### config.mk
export PLATFORM = sky130hd
export DESIGN_NAME = mem_bus_arbiter
export DESIGN_NICKNAME = d
export VERILOG_FILES = /design/src/rtl/mem_bus_pkg.sv /design/src/rtl/mem_bus_decode.sv /design/src/rtl/mem_bus_arbiter.sv
export SDC_FILE = /design/constraint.sdc
export NUM_CORES = 1
export LEC_CHECK = 0
export CAP_MARGIN = 30
export CELL_PAD_IN_SITES_DETAIL_PLACEMENT = 1
export CELL_PAD_IN_SITES_GLOBAL_PLACEMENT = 2
export CORE_ASPECT_RATIO = 1.1
export CORE_MARGIN = 2
export CORE_UTILIZATION = 22
export DETAILED_ROUTE_END_ITERATION = 7
export GPL_TIMING_DRIVEN = 0
export HOLD_SLACK_MARGIN = 0.08
export PLACE_DENSITY_LB_ADDON = 0.1
export SYNTH_ARGS = -nofsm -noshare
export SYNTH_HDL_FRONTEND = slang
export SYNTH_SLANG_ARGS = --single-unit
### constraint.sdc
create_clock -name clock -period 3.96 [get_ports clock]
set_input_delay 0.594 -clock clock [delete_from_list [all_inputs] [get_ports clock]]
set_output_delay 0.594 -clock clock [all_outputs]
set_load 0.02 [all_outputs]
### src/rtl/mem_bus_pkg.sv
// rtl/mem_bus_pkg.sv - shared types and default address map for the memory bus arbiter
package mem_bus_pkg;

  typedef enum logic [1:0] {IDLE, ACCESS, TURN} state_t;
  typedef enum logic [1:0] {TGT_NONE, TGT_ROM, TGT_RAM, TGT_IO} target_t;

  localparam logic [31:0] DEF_ROM_LIMIT = 32'h0000_1000;
  localparam logic [31:0] DEF_IO_BASE   = 32'h0000_00FE;
  localparam int          DEF_IO_SIZE   = 2;
  localparam int          WAIT_W        = 4;

endpackage

### src/rtl/mem_bus_decode.sv
// rtl/mem_bus_decode.sv - address to target decode with error flag for fetch and data ports
module mem_bus_decode
  import mem_bus_pkg::*;
#(
  parameter logic [31:0] ROM_LIMIT = DEF_ROM_LIMIT,
  parameter logic [31:0] IO_BASE   = DEF_IO_BASE,
  parameter int          IO_SIZE   = DEF_IO_SIZE
) (
  input  logic [31:0] addr,
  input  logic        is_fetch,
  input  logic        we,
  output target_t     target,
  output logic        err
);

  logic in_io;
  logic in_rom;

  // Unsigned wrap makes addresses below IO_BASE fall outside the window.
  assign in_io  = (addr - IO_BASE) < 32'(IO_SIZE);
  assign in_rom = addr < ROM_LIMIT;

  always_comb begin
    target = TGT_NONE;
    err    = 1'b0;
    if (is_fetch) begin
      if (in_rom) target = TGT_ROM;
      else        err    = 1'b1;
    end else if (in_io) begin
      target = TGT_IO;
    end else if (in_rom) begin
      if (we) err    = 1'b1;
      else    target = TGT_ROM;
    end else begin
      target = TGT_RAM;
    end
  end

endmodule

### src/rtl/mem_bus_arbiter.sv
// rtl/mem_bus_arbiter.sv - fetch/data arbiter driving the shared ROM/RAM/GPIO bus with wait states
module mem_bus_arbiter
  import mem_bus_pkg::*;
#(
  parameter logic [31:0] ROM_LIMIT = DEF_ROM_LIMIT,
  parameter logic [31:0] IO_BASE   = DEF_IO_BASE,
  parameter int          IO_SIZE   = DEF_IO_SIZE,
  parameter int          ROM_WAIT  = 1,
  parameter int          RAM_WAIT  = 0,
  parameter int          IO_WAIT   = 0
) (
  input  logic        clock,
  input  logic        reset_n,
  input  logic        if_req,
  input  logic [31:0] if_addr,
  output logic        if_ack,
  output logic [31:0] if_rdata,
  output logic        if_err,
  input  logic        dm_req,
  input  logic        dm_we,
  input  logic [31:0] dm_addr,
  input  logic [63:0] dm_wdata,
  output logic        dm_ack,
  output logic [63:0] dm_rdata,
  output logic        dm_err,
  output logic [31:0] bus_addr,
  output logic [63:0] bus_wdata,
  input  logic [63:0] bus_rdata,
  output logic        rom_cs,
  output logic        ram_cs,
  output logic        io_cs,
  output logic        bus_oe,
  output logic        bus_we
);

  state_t            state_q, state_d;
  logic [WAIT_W-1:0] cnt_q, cnt_d;
  logic [1:0]        streak_q, streak_d;
  target_t           tgt_q, tgt_d;
  logic              we_q, we_d;
  logic              own_dm_q, own_dm_d;

  target_t           cs_d;
  logic              oe_d, bwe_d, if_ack_d, dm_ack_d, if_err_d, dm_err_d;
  logic [31:0]       addr_d, if_rdata_d;
  logic [63:0]       wdata_d, dm_rdata_d;

  logic              dm_win;
  logic [31:0]       sel_addr;
  target_t           dec_tgt;
  logic              dec_err;

  function automatic logic [WAIT_W-1:0] wait_of(input target_t t);
    unique case (t)
      TGT_ROM: wait_of = WAIT_W'(ROM_WAIT);
      TGT_RAM: wait_of = WAIT_W'(RAM_WAIT);
      TGT_IO:  wait_of = WAIT_W'(IO_WAIT);
      default: wait_of = '0;
    endcase
  endfunction

  // Data wins unless it has already taken two grants in a row over a waiting fetch.
  assign dm_win   = dm_req && !(if_req && streak_q == 2'd2);
  assign sel_addr = dm_win ? dm_addr : if_addr;

  mem_bus_decode #(
    .ROM_LIMIT (ROM_LIMIT),
    .IO_BASE   (IO_BASE),
    .IO_SIZE   (IO_SIZE)
  ) u_decode (
    .addr     (sel_addr),
    .is_fetch (!dm_win),
    .we       (dm_we),
    .target   (dec_tgt),
    .err      (dec_err)
  );

  always_comb begin
    state_d    = state_q;
    cnt_d      = cnt_q;
    streak_d   = streak_q;
    tgt_d      = tgt_q;
    we_d       = we_q;
    own_dm_d   = own_dm_q;
    addr_d     = bus_addr;
    wdata_d    = bus_wdata;
    if_rdata_d = if_rdata;
    dm_rdata_d = dm_rdata;
    cs_d       = TGT_NONE;
    oe_d       = 1'b0;
    bwe_d      = 1'b0;
    if_ack_d   = 1'b0;
    dm_ack_d   = 1'b0;
    if_err_d   = 1'b0;
    dm_err_d   = 1'b0;
    unique case (state_q)
      IDLE: begin
        if (if_req || dm_req) begin
          addr_d   = sel_addr;
          own_dm_d = dm_win;
          we_d     = dm_win && dm_we;
          if (dm_win) begin
            wdata_d  = dm_wdata;
            streak_d = if_req ? streak_q + 2'd1 : 2'd0;
          end else begin
            streak_d = 2'd0;
          end
          if (dec_err) begin
            state_d  = TURN;
            tgt_d    = TGT_NONE;
            if_ack_d = !dm_win;
            if_err_d = !dm_win;
            dm_ack_d = dm_win;
            dm_err_d = dm_win;
          end else begin
            state_d = ACCESS;
            tgt_d   = dec_tgt;
            cnt_d   = wait_of(dec_tgt);
            cs_d    = dec_tgt;
            oe_d    = !(dm_win && dm_we);
            bwe_d   = dm_win && dm_we;
          end
        end
      end
      ACCESS: begin
        if (cnt_q == '0) begin
          state_d  = TURN;
          if_ack_d = !own_dm_q;
          dm_ack_d = own_dm_q;
          if (!we_q) begin
            if (own_dm_q) dm_rdata_d = bus_rdata;
            else          if_rdata_d = bus_rdata[31:0];
          end
        end else begin
          cnt_d = cnt_q - 1'b1;
          cs_d  = tgt_q;
          oe_d  = !we_q;
          bwe_d = we_q;
        end
      end
      TURN:    state_d = IDLE;
      default: state_d = IDLE;
    endcase
  end

  always_ff @(posedge clock) begin
    if (!reset_n) begin
      state_q   <= IDLE;
      cnt_q     <= '0;
      streak_q  <= 2'd0;
      tgt_q     <= TGT_NONE;
      we_q      <= 1'b0;
      own_dm_q  <= 1'b0;
      bus_addr  <= '0;
      bus_wdata <= '0;
      if_rdata  <= '0;
      dm_rdata  <= '0;
      rom_cs    <= 1'b0;
      ram_cs    <= 1'b0;
      io_cs     <= 1'b0;
      bus_oe    <= 1'b0;
      bus_we    <= 1'b0;
      if_ack    <= 1'b0;
      dm_ack    <= 1'b0;
      if_err    <= 1'b0;
      dm_err    <= 1'b0;
    end else begin
      state_q   <= state_d;
      cnt_q     <= cnt_d;
      streak_q  <= streak_d;
      tgt_q     <= tgt_d;
      we_q      <= we_d;
      own_dm_q  <= own_dm_d;
      bus_addr  <= addr_d;
      bus_wdata <= wdata_d;
      if_rdata  <= if_rdata_d;
      dm_rdata  <= dm_rdata_d;
      rom_cs    <= (cs_d == TGT_ROM);
      ram_cs    <= (cs_d == TGT_RAM);
      io_cs     <= (cs_d == TGT_IO);
      bus_oe    <= oe_d;
      bus_we    <= bwe_d;
      if_ack    <= if_ack_d;
      dm_ack    <= dm_ack_d;
      if_err    <= if_err_d;
      dm_err    <= dm_err_d;
    end
  end

endmodule

# After elaboration in Yosys (flattened, before gate mapping)
# Index checks and enable logic that the tools add are counted.
# Widths: inputs -> output; s select.
# totals
register_bits	213
output_inout_bits	201
word_cells	97
# classes
add_sub_neg	3
n_lt_le_gt_ge	2
n_eq_ne	10
muxes	42
bitwise	2
reduce_logical	19
# op_table
operator	n
$lt 32x13->1 const B	1
$lt 32x2->1 const B	1
$mux 32	1
$sub 32x8->32 const B	1
$mux 2	11
$mux 1	20
$mux 4	3
$reduce_and 4->1	3
$ne 2x2->1 const B	4
$pmux 1 s2	4
$pmux 2 s2	2
$pmux 4 s2	1
$eq 2x1->1 const B	3
$eq 2x2->1 const B	3
$reduce_and 2->1	3
$logic_not 1->1	5
$logic_not 4->1	1
$sub 4x1->4 const B	1
$logic_and 1x1->1	3
$reduce_and 3->1	1
$add 2x1->2 const B	1
$logic_not 2->1	1
$not 1->1	2
$reduce_bool 2->1	1
$logic_or 1x1->1	1

# Depth between registers and ports, before layout
# depth
depth_word	14
mapped_depth	13
depth_no_buf	10

# Hierarchy
# Synthesis repeated with hierarchy kept, for this count alone.
# hier_totals
cells_unflattened	1055
hier_area_um2	8481.9
# by_module_without_submodules
mod	instances	cells_each	area_each_um2	seq_area_each_um2
mem_bus_arbiter	1	975	7883.8	4264.1
mem_bus_decode	1	80	598.1	0.0

# Least setup slack after synthesis
# No wires, ideal clock.
# synth_timing
path_type	input to register
start	input dm_req
end	register io_cs
setup_ps	73
arrival_ps	2791
t_required_ps	3887
slack_ps	1097
path_stages	8
n_path_buf	1
path_cell_list	a21bo_1 buf_6 o32ai_1 and2_2 mux2_2 or4_4 o31ai_2 nor3b_2
# synth_between
elab_chain_cells	10
word_cells_on_any_way	18
# synth_rtl
item	line	source
from (decl)	mem_bus_arbiter.sv:19	input logic dm_req,
$logic_and 1x1->1	mem_bus_arbiter.sv:63	assign dm_win = dm_req && !(if_req && streak_q == 2'd2);
$mux 32	mem_bus_arbiter.sv:64	assign sel_addr = dm_win ? dm_addr : if_addr;
$sub 32x8->32 or $lt 32x13->1 (tied branches)	mem_bus_decode.sv:20, mem_bus_decode.sv:21	
$lt 32x2->1, or another cell as far along	mem_bus_decode.sv:20	assign in_io = (addr - IO_BASE) < 32'(IO_SIZE);
$mux 2 or $mux 1 (tied branches)	mem_bus_decode.sv:29	end else if (in_io) begin
$mux 2 or $mux 1 (tied branches)	mem_bus_decode.sv:26	if (is_fetch) begin
$mux 2	mem_bus_arbiter.sv:108	if (dec_err) begin
$mux 2 *	mem_bus_arbiter.sv:98	if (if_req || dm_req) begin
$pmux 2 s2 *	mem_bus_arbiter.sv:96	unique case (state_q)
$eq 2x2->1 *	mem_bus_arbiter.sv:180	io_cs <= (cs_d == TGT_IO);
to (signal assigned)	mem_bus_arbiter.sv:180	
to (decl)	mem_bus_arbiter.sv:31	output logic io_cs,
# Mark *: on every way between the ends. The rest lies on a longest branch, timed or not.
# A chain may end at the register's enable or synchronous reset.

# Worst setup path after layout
# layout_timing
start	input if_req
end	register cnt_q[0]
# layout_between
elab_chain_cells	13
word_cells_on_any_way	24
# layout_rtl
item	line	source
from (decl)	mem_bus_arbiter.sv:14	input logic if_req,
$logic_and 1x1->1	mem_bus_arbiter.sv:63	
$logic_not 1->1	mem_bus_arbiter.sv:63	
$logic_and 1x1->1	mem_bus_arbiter.sv:63	
$mux 32	mem_bus_arbiter.sv:64	
$sub 32x8->32 or $lt 32x13->1 (tied branches)	mem_bus_decode.sv:20, mem_bus_decode.sv:21	
$lt 32x2->1 or $mux 2 (tied branches)	mem_bus_decode.sv:20, mem_bus_decode.sv:31	
$mux 2	mem_bus_decode.sv:29	
$mux 2	mem_bus_decode.sv:26	
$eq 2x1->1	mem_bus_arbiter.sv:54	unique case (t)
$mux 1	mem_bus_arbiter.sv:54	
$mux 4	mem_bus_arbiter.sv:108	
$mux 4	mem_bus_arbiter.sv:98	
$pmux 4 s2	mem_bus_arbiter.sv:96	
to (signal assigned)	mem_bus_arbiter.sv:169	cnt_q <= cnt_d;
to (decl)	mem_bus_arbiter.sv:37	logic [WAIT_W-1:0] cnt_q, cnt_d;
# Several ways; a longest one is shown, not always the timed one. The select of a mux whose other input is x is not followed.

==> out/qor.yml <==
required_ps: 4400
drtIter0Drc: 302
syn-num-nets: 1296
fin_nets: 1722
seq_area_frac_synth_pct: 49.8
ys_types: 66
p_int_mw: 4.15
holdBufCountCts: 0
slew_viol_final: 0
max-vdd-ir-drop_mv: 0.300
wl_um: 38800
layout_commonest_cell: "clkdlybuf4s50_1"
clk-insertion-delay-late_ps: 550
powerDensity_nw_per_um2: 415
critPathArrivalTime_ps: 3910
hold_ws_ps: 451
cp-start-kind: "primary input"
p_comb_share_pct: 19.4
clkSlewWorstSetupHoldPaths_ps: 60
max_stage_delay_ps: 630
n_antenna_cell: 0
root_buffer: "clkbuf_16"
crit_type: "primary input to register"
drt-pass1-iter-count: 4
fp.dieW_um: 192
hold_class: "register to register"
cp-end-kind: "register"
finalCritPeriodShare_pct: 87.5
worst_clock_skew_ps: 10.1
ys_ff_latch: 213
via_count: 9221
htree_num_levels: 1
drc: 0
core_area_um2: 38300
drtAntennaViolNets: 0
slew_headroom_pct: 39.2
cts.sinks: 213
cts_tree: "done"
grt_first_pass_wirelength_um: 57700
crit_family: "buffers and inverters"
fmax_mhz: 288
synth_area_per_cell_um2: 7.81
die-area_um2: 40500
cp.depth: 11
pwr-share-seq_pct: 40.4
place_area_um2: 13200
ff2ff_path_depth: 12
maxCapViolCount: 0
routabilityCongestion: 0.780
wire_per_inst_um: 19.0
row_count: 75
ys.flop_type: "dfxtp_1"
globalRoute.totalOverflow: 0
grt_pass1_vias: 9469
reg2reg_to: "cnt_q[0]"
period_needed_ps: 3470
fin_ws_ps: 493
setup-tns-final_ps: 0
dieHeight_um: 211
cp_slowest_cell: "clkdlybuf4s50_1"
clkPwrFrac_pct: 40.2
path_cells: "clkdlybuf4s50_1, a21bo_1, buf_6, buf_8, buf_2, mux2i_1, nand4b_1, and2_0, o31ai_1, a21oi_1, o21a_1"
syn_area_um2: 8560
via_per_inst: 4.52
setup.worst_path.start: "if_req"
async_flop_share_pct: 0
dp_hpwl_um: 29900
p_leak_nw: 4.85
syn_inst: 1096
rsz0062_at_grt: "false"
timing.rr.start: "streak_q[0]"
final_cell_mix: "clkdlybuf4s50_1, nand2_1, dfxtp_1, a21oi_1, clkbuf_1"
cp_num_buf_inv: 4
switching_power_mw: 1.65
grt_max_degree: 14
antenna_found_initial: 2
ys_warn_count: 0
syn_to_final_growth_pct: 63.3
grt_usage_pct: 18.6
regToRegSetupSlack_ps: 610
crit_end: "cnt_q[0]"
dp_slack_ps: -68.0
p_sw_share_pct: 28.4
io_buffers: 397
setup_viol: 0
crit_fanout: 10
status: "complete, no violations"
cts_buffers: 26
cts_resized: 0
postCtsSetupBuffers: 0
synth_edf_count: 0
initial_core_util_pct: 22.3
cts_max_path_buffers: 3
finalHoldViolCount: 0
final_area_um2: 14000
drive_above_1_share_pct: 4.23
tightest_slew_ps: 905
io_pins: 398
## layer usage
| metal | track usage, % | vias to the layer above | wire, um |
|---|---|---|---|
| met4 | 4.76 | 4 | 725 |
| met1 | 23.0 | 4335 | 16900 |
| met2 | 32.3 | 277 | 18600 |
| li1 | - | 4559 | - |
| met3 | 4.22 | 46 | 2500 |
| met5 | 0 | - | 23 |
## power groups by stage
| stage | Clock, mW | Combinational, mW | Sequential [mW] |
|---|---|---|---|
| after floorplan | 0 | 0.355 | 2.52 |
| after global placement | 0 | 1.13 | 2.38 |
| after detailed placement | 0 | 1.14 | 2.39 |
| after CTS | 2.44 | 1.14 | 2.34 |
| after global routing | 2.52 | 1.22 | 2.35 |
| final | 2.33 | 1.12 | 2.34 |
## kinds of logic after synthesis
family | after synthesis | share of synthesized area [%]
adders and majority gates | 4 | 0.556
and+or+nand+nor | 521 | 25.2
buffers and inverters | 82 | 4.27
muxes | 13 | 1.55
AOI/OAI and AO/OA | 261 | 18.3
DFF | 213 | 49.8
xor gates and xnor gates | 2 | 0.205
## worst register-to-register path, delay by kind of cell, from the launching register on
family,cells,cell delay (ps)
buffers and inverters,4,610
flip-flops,1,320
multiplexers,1,420
AO/OA/AOI/OAI,4,800
AND/OR/NAND/NOR,2,890
adder cells (fa/ha/maj),1,220
## worst min path at each step
| stage | start | to | slack (ps) | depth (start not counted) |
|---|---|---|---|---|
| global placement | if_rdata[24] | if_rdata[24] | 440 | 2 |
| CTS | bus_wdata[31] | bus_wdata[31] | 450 | 2 |
| detailed placement | bus_wdata[31] | bus_wdata[31] | 450 | 2 |
| floorplan | tgt_q[1] | tgt_q[1] | 450 | 2 |
| global route | bus_wdata[31] | bus_wdata[31] | 470 | 2 |
| finish | bus_wdata[31] | bus_wdata[31] | 450 | 2 |
## Yosys cell counts (4+ instances only)
library cell,n,share of area [%]
clkbuf_1,64,2.8
dfxtp_1,213,50
a311oi_1,20,2.0
buf_2,4,0.23
a31oi_1,4,0.29
o21ai_0,15,0.88
a21oi_1,176,10
inv_1,5,0.22
nor4_1,13,0.95
nor3_1,15,0.88
nand3_1,10,0.58
nand4_1,4,0.29
nor2_1,62,2.7
a211oi_1,14,1.2
mux2i_1,11,1.3
nand2_1,390,17
## sequential cells by signal, indices dropped and copies added, names as in the netlist
register,count
dm_rdata,64
io_cs,1
bus_oe,1
bus_wdata,64
if_rdata,32
own_dm_q,1
dm_err,1
if_ack,1
dm_ack,1
bus_we,1
if_err,1
streak_q,2
cnt_q,4
ram_cs,1
rom_cs,1
we_q,1
state_q,2
bus_addr,32
tgt_q,2
## stage by stage
stage	power [mW]	utilization (%)	cells
after floorplan	2.87	-	1096
after global placement	3.52	34.4	1993
after detailed placement	3.53	34.4	1994
after CTS	5.92	36.5	2038
after global routing	6.09	36.5	2038
final	5.79	36.5	2038
## cell type report
type | count | area [um2]
Inverter | 5 | 18.8
Sequential cell | 213 | 4260
Clock buffer | 41 | 757
Buffer | 77 | 347
Tap cell | 500 | 626
Timing Repair Buffer | 398 | 3980
Clock inverter | 3 | 51.3
Multi-Input combinational cell | 801 | 3930
Fill cell | 4566 | 24300
Power figures use the tool's default switching activity.
